`src/rtl/mmio_ctrl.sv`:
```
`default_nettype none
// ============================================================================
//  Module   : mmio_ctrl
//  Brief    : Memory-mapped KEY/SW/LED/HEX/timer controller on a 16-byte window
//  Revision : 1.0 - initial release
// ============================================================================
module mmio_ctrl #(
    parameter int                DBITS     = 16,
    parameter int                ABITS     = 16,
    parameter logic [ABITS-1:0]  BASE      = 16'hFFF0,
    parameter int                NKEYS     = 4,
    parameter int                NSW       = 10,
    parameter int                NLEDR     = 10,
    parameter int                NLEDG     = 8,
    parameter int                NHEX      = 4,
    parameter int                TIMER_DIV = 50000
) (
    input  logic                clk,
    input  logic                reset,
    input  logic [ABITS-1:0]    addr,
    input  logic [DBITS-1:0]    wdata,
    input  logic                we,
    output logic                hit,
    output logic [DBITS-1:0]    rdata,
    input  logic [NKEYS-1:0]    key,
    input  logic [NSW-1:0]      sw,
    output logic [NLEDR-1:0]    ledr,
    output logic [NLEDG-1:0]    ledg,
    output logic [7*NHEX-1:0]   hex
);

    localparam int                PW        = (TIMER_DIV > 1) ? $clog2(TIMER_DIV) : 1;
    localparam logic [PW-1:0]     PRESC_MAX = PW'(TIMER_DIV - 1);
    localparam logic [DBITS+15:0] DEAD_EXT  = {{DBITS{1'b0}}, 16'hDEAD};

    localparam logic [2:0] OFF_KEY   = 3'd0;
    localparam logic [2:0] OFF_SW    = 3'd1;
    localparam logic [2:0] OFF_KEDGE = 3'd2;
    localparam logic [2:0] OFF_TIMER = 3'd3;
    localparam logic [2:0] OFF_HEX   = 3'd4;
    localparam logic [2:0] OFF_LEDR  = 3'd5;
    localparam logic [2:0] OFF_LEDG  = 3'd6;
    localparam logic [2:0] OFF_TCTL  = 3'd7;

    logic [2:0]        off;
    logic              wr;
    logic              wr_kedge, wr_timer, wr_hex, wr_ledr, wr_ledg, wr_tctl;
    logic              unused_addr_lsb;

    logic [NKEYS-1:0]  key_s1, key_s2, key_d;
    logic [NSW-1:0]    sw_s1, sw_s2;
    logic [NKEYS-1:0]  kedge, kedge_set, kedge_clr;

    logic [PW-1:0]     presc;
    logic [DBITS-1:0]  timer;
    logic              en, ovf;
    logic              tick, tick_wrap;

    logic [4*NHEX-1:0] hex_reg;
    logic [NLEDR-1:0]  ledr_reg;
    logic [NLEDG-1:0]  ledg_reg;

    // Byte lane select is irrelevant: every register is a full bus word.
    assign unused_addr_lsb = addr[0];

    assign off      = addr[3:1];
    assign hit      = (addr[ABITS-1:4] == BASE[ABITS-1:4]);
    assign wr       = we && hit;
    assign wr_kedge = wr && (off == OFF_KEDGE);
    assign wr_timer = wr && (off == OFF_TIMER);
    assign wr_hex   = wr && (off == OFF_HEX);
    assign wr_ledr  = wr && (off == OFF_LEDR);
    assign wr_ledg  = wr && (off == OFF_LEDG);
    assign wr_tctl  = wr && (off == OFF_TCTL);

    // Sync flops reset to the unpressed level so release never fakes a press.
    always_ff @(posedge clk or posedge reset) begin
        if (reset) begin
            key_s1 <= '1;
            key_s2 <= '1;
            key_d  <= '1;
            sw_s1  <= '0;
            sw_s2  <= '0;
        end else begin
            key_s1 <= key;
            key_s2 <= key_s1;
            key_d  <= key_s2;
            sw_s1  <= sw;
            sw_s2  <= sw_s1;
        end
    end

    assign kedge_set = key_d & ~key_s2;
    assign kedge_clr = wr_kedge ? wdata[NKEYS-1:0] : '0;

    always_ff @(posedge clk or posedge reset) begin
        if (reset) begin
            kedge <= '0;
        end else begin
            kedge <= (kedge & ~kedge_clr) | kedge_set;
        end
    end

    assign tick      = en && !wr_timer && (presc == PRESC_MAX);
    assign tick_wrap = tick && (&timer);

    always_ff @(posedge clk or posedge reset) begin
        if (reset) begin
            presc <= '0;
            timer <= '0;
        end else if (wr_timer) begin
            presc <= '0;
            timer <= wdata;
        end else if (en) begin
            if (presc == PRESC_MAX) begin
                presc <= '0;
                timer <= timer + 1'b1;
            end else begin
                presc <= presc + 1'b1;
            end
        end
    end

    always_ff @(posedge clk or posedge reset) begin
        if (reset) begin
            en  <= 1'b0;
            ovf <= 1'b0;
        end else begin
            if (wr_tctl) begin
                en <= wdata[0];
            end
            if (tick_wrap) begin
                ovf <= 1'b1;
            end else if (wr_tctl && wdata[1]) begin
                ovf <= 1'b0;
            end
        end
    end

    always_ff @(posedge clk or posedge reset) begin
        if (reset) begin
            hex_reg  <= '0;
            ledr_reg <= '0;
            ledg_reg <= '0;
        end else begin
            if (wr_hex) begin
                hex_reg <= wdata[4*NHEX-1:0];
            end
            if (wr_ledr) begin
                ledr_reg <= wdata[NLEDR-1:0];
            end
            if (wr_ledg) begin
                ledg_reg <= wdata[NLEDG-1:0];
            end
        end
    end

    assign ledr = ledr_reg;
    assign ledg = ledg_reg;

    always_comb begin
        rdata = '0;
        if (!hit) begin
            rdata = DEAD_EXT[DBITS-1:0];
        end else begin
            case (off)
                OFF_KEY:   rdata[NKEYS-1:0]  = key_s2;
                OFF_SW:    rdata[NSW-1:0]    = sw_s2;
                OFF_KEDGE: rdata[NKEYS-1:0]  = kedge;
                OFF_TIMER: rdata             = timer;
                OFF_HEX:   rdata[4*NHEX-1:0] = hex_reg;
                OFF_LEDR:  rdata[NLEDR-1:0]  = ledr_reg;
                OFF_LEDG:  rdata[NLEDG-1:0]  = ledg_reg;
                OFF_TCTL:  rdata[1:0]        = {ovf, en};
                default:   rdata             = '0;
            endcase
        end
    end

    // Active-low segments, bit order {g,f,e,d,c,b,a}.
    function automatic logic [6:0] seg7(input logic [3:0] n);
        case (n)
            4'h0:    seg7 = 7'b1000000;
            4'h1:    seg7 = 7'b1111001;
            4'h2:    seg7 = 7'b0100100;
            4'h3:    seg7 = 7'b0110000;
            4'h4:    seg7 = 7'b0011001;
            4'h5:    seg7 = 7'b0010010;
            4'h6:    seg7 = 7'b0000010;
            4'h7:    seg7 = 7'b1111000;
            4'h8:    seg7 = 7'b0000000;
            4'h9:    seg7 = 7'b0010000;
            4'hA:    seg7 = 7'b0001000;
            4'hB:    seg7 = 7'b0000011;
            4'hC:    seg7 = 7'b1000110;
            4'hD:    seg7 = 7'b0100001;
            4'hE:    seg7 = 7'b0000110;
            default: seg7 = 7'b0001110;
        endcase
    endfunction

    for (genvar i = 0; i < NHEX; i++) begin : g_hex
        assign hex[7*i +: 7] = seg7(hex_reg[4*i +: 4]);
    end

endmodule
`default_nettype wire

```
`config.mk`:
```
export PLATFORM = sky130hd
export DESIGN_NAME = mmio_ctrl
export DESIGN_NICKNAME = d
export VERILOG_FILES = /design/src/rtl/mmio_ctrl.sv
export SDC_FILE = /design/constraint.sdc
export NUM_CORES = 1
export LEC_CHECK = 0
export CAP_MARGIN = 20
export CORE_ASPECT_RATIO = 1.4
export CORE_MARGIN = 2
export CORE_UTILIZATION = 55
export DETAILED_ROUTE_END_ITERATION = 10
export MAX_ROUTING_LAYER = met4
export PLACE_DENSITY = 0.8
export RECOVER_POWER = 50
export SLEW_MARGIN = 20
export SYNTH_ARGS = -nofsm -noshare
export SYNTH_HDL_FRONTEND = slang
export SYNTH_SLANG_ARGS = --single-unit
```
`constraint.sdc`:
```
create_clock -name clk -period 9.1 [get_ports clk]
set_clock_uncertainty 0.2 [all_clocks]
set_input_delay 2.275 -clock clk [delete_from_list [all_inputs] [get_ports clk]]
set_output_delay 2.275 -clock clk [all_outputs]
set_load 0.02 [all_outputs]
```
==> results_dict.tcl <==
set metrics [dict create \
    mostFrequentLayoutCells "dfrtp_1 (92), clkdlybuf4s50_1 (77), nand2_1 (52)" \
    clock_tree.htree_level_count 3 \
    core-area_um2 10400 \
    ant_nets 0 \
    antenna-diode-count 0 \
    post_cts_resized 0 \
    rsz_0062_raised_after_global_routing "no" \
    synth.cell_area_um2 5860 \
    critical_path.n_buffers_inverters 2 \
    io_buffers 110 \
    place_hpwl_um 10600 \
    route.vias.total 4856 \
    nNetsFinal 749 \
    synthDistinctLibCells 54 \
    final_common_cell "dfrtp_1" \
    final.setup.tns_ns 0 \
    hp-start "sw_s1[6]$_DFF_PP0_" \
    hold_depth 0 \
    crit_path_cell_trace "clkdlybuf4s50_1 -> nand2b_1 -> nor2_1 -> a22oi_1 -> nor2_1 -> clkdlybuf4s50_1" \
    run_status "finished with violations" \
    peak_supply_drop_uv 133 \
    firstDrtPassIters 5 \
    clk_pin_slew_ns 0.07 \
    antenna_found_initial 0 \
    final_min_period_over_clock_period 0.810 \
    setup.worst_path.class "input pin to primary output" \
    tritoncts "done" \
    final-max-slew-violation-count 75 \
    failed_checks "capacitance limit, slew limit" \
    grt_pass1_wl_um 23800 \
    reg2reg_to "timer[6]$_DFFE_PP0P_" \
    yosysWarnings 0 \
    critical_path.slowest_cell "clkdlybuf4s50_1" \
    detail_route.wl_per_cell_um 17.5 \
    grt_max_degree 75 \
    r2r_start "presc[5]$_DFFE_PP0P_" \
    syn2layout_area_growth_pct 25.4 \
    timing.final.crit_period_ns 7.37 \
    hold_buffers 0 \
    clock_sinks 104 \
    synthTopCellsByArea "dfrtp_1 (39%), mux2_2 (7.3%), ha_1 (5.6%)" \
    timing.critical_path.fanout_max 23 \
    clkLatencyLatePin_ns 0.35 \
    max-cap-violations 1 \
    r2r_cells 5 \
    chipWidth_um 91.2 \
    netlist.top_cell.by_area "dfrtp_1" \
    placement_rows 44 \
    critical_path_required_ns 6.63 \
    yosys_most_used_dff "dfrtp_1" \
    critPathMaxStageDelay_ns 0.81 \
    synthCells 576 \
    min-delay-path-class "flop to flop" \
    initial_utilization 0.563 \
    synth_top_area_frac 0.393 \
    timing.critical_path.max_delay_family "buffers and inverters" \
    synth-seq-area-share 0.447 \
    fp.dieArea_um2 11500 \
    die_h_um 126 \
    grt_use_total 0.263 \
    report.final.hold_viol_count 0 \
    routed_wirelength_um 14300 \
    leakage_power_figure_nw 3.10 \
    drcViolationCount 0 \
    synth_async_sr_flop_share 1.00 \
    share_of_final_layout_standard_cells_stronger_than_drive_strength_1 0.124 \
    number_of_flops_mapped_to_enable_cells_by_yosys 0 \
    design_power_mw 0.904 \
    gpl.final_weighted_congestion 0.917 \
    rrSetupSlack_ns 6.47 \
    cts_made_buffers 9 \
    clock_tree.root_cell "clkbuf_16" \
    ys_seq_elements 104 \
    slew_headroom -1.50 \
    fillerInstances 745 \
    post-cts-setup-buffers 0 \
    power_per_cell_area_nw_per_um2 123 \
    crit_path_end_kind "primary output" \
    timing.fmax_ghz 0.136 \
    post_detailed_route_via_to_cell_ratio 5.94 \
    overflow 0 \
    holdPathEnd "sw_s2[6]$_DFF_PP0_" \
    synth.net_count 651 \
    cp_data_arrival_time_ns 4.90 \
    syn-mean-instance-area_um2 10.2 \
    finalSetupViolations 0 \
    io-pin-count 112 \
    vias_in_the_first_global_route 4856 \
    timing.critical_path.from_type "input pin" \
    detailedRoute.firstIterationViolations 436 \
    tightest_slew_ns 3.75 \
    cts_max_path_buffers 2 \
]
[Yosys cell counts, types with 3 or more instances]
cell,count
dfrtp_1,92
nand2_1,52
nor2_1,43
mux2_2,38
o21ai_0,34
inv_1,27
ha_1,26
mux2i_1,26
a21oi_1,24
clkbuf_1,22
nand4_1,16
nand3_1,14
xnor2_1,13
dfstp_2,12
nor3_1,12
nor2b_1,10
xor2_1,10
a22o_1,8
nor4_1,8
a221o_1,7
and2_1,6
a22oi_1,5
and3_1,5
mux4_2,5
and4_1,4
buf_1,4
o211ai_1,4
o21ai_1,4
nand3b_1,3
o21ai_2,3
o22ai_1,3
or3_1,3
or4bb_1,3
[power breakdown]
group	switching [mW]	internal, mW
combinational	0.0295	0.0247
clock	0.181	0.193
sequential	0.00430	0.472
total	0.215	0.689
[kinds of logic after synthesis]
group / synth area share
AND/OR/NAND/NOR: 0.181
flip-flops: 0.447
AO/OA/AOI/OAI: 0.109
multiplexers: 0.137
buffers and inverters: 0.0367
adder cells (fa/ha/maj): 0.0555
XOR/XNOR: 0.0344
[area by class of cell]
type,instances,area (um^2),share of cell area
inverter,27,103,0.0140
clock inverter,6,60.1,0.00817
clock buffer,10,229,0.0312
tap,138,173,0.0235
sequential,104,2620,0.356
multi-input combinational,417,3030,0.413
timing repair buffer,115,1130,0.154
[metal layers]
| metal | share of wire | GRT usage | wire length, um |
|---|---|---|---|
| met1 | 0.40 | 0.316 | 5710 |
| met2 | 0.51 | 0.445 | 7340 |
| met4 | 0.030 | 0.103 | 434 |
| met5 | 0 | - | 0 |
| met3 | 0.059 | 0.0407 | 847 |
[worst register-to-register path, stage by stage (launching register included)]
cell,delay (ns)
dfrtp_1,0.47
or4b_4,0.61
or4_1,0.72
nor4_4,0.22
xnor2_1,0.17
a21oi_1,0.10
[worst max-delay path by stage]
stage	startpoint	to	slack [ns]	cells past startpoint
5_1_grt	reset	timer[2]$_DFFE_PP0P_	1.12	3
3_3_place_gp	addr[1]	rdata[1]	1.75	6
3_5_place_dp	addr[1]	rdata[1]	1.80	6
2_1_floorplan	addr[1]	rdata[1]	2.95	5
6_report	addr[3]	rdata[13]	1.73	6
4_1_cts	addr[1]	rdata[1]	1.76	6
[per-stage QoR]
step	std cells	hold WS [ns]	area, um^2	worst slack [ns]	util
finish	817	0.149	7350	1.73	0.706
global route	817	0.153	7350	1.12	0.706
CTS	817	0.151	7350	1.76	0.707
detailed placement	801	0.135	7070	1.80	0.679
global placement	801	0.134	7070	1.75	0.679
floorplan	576	0.131	5860	2.95	-
No activity file was read; power rests on OpenSTA's default activity.
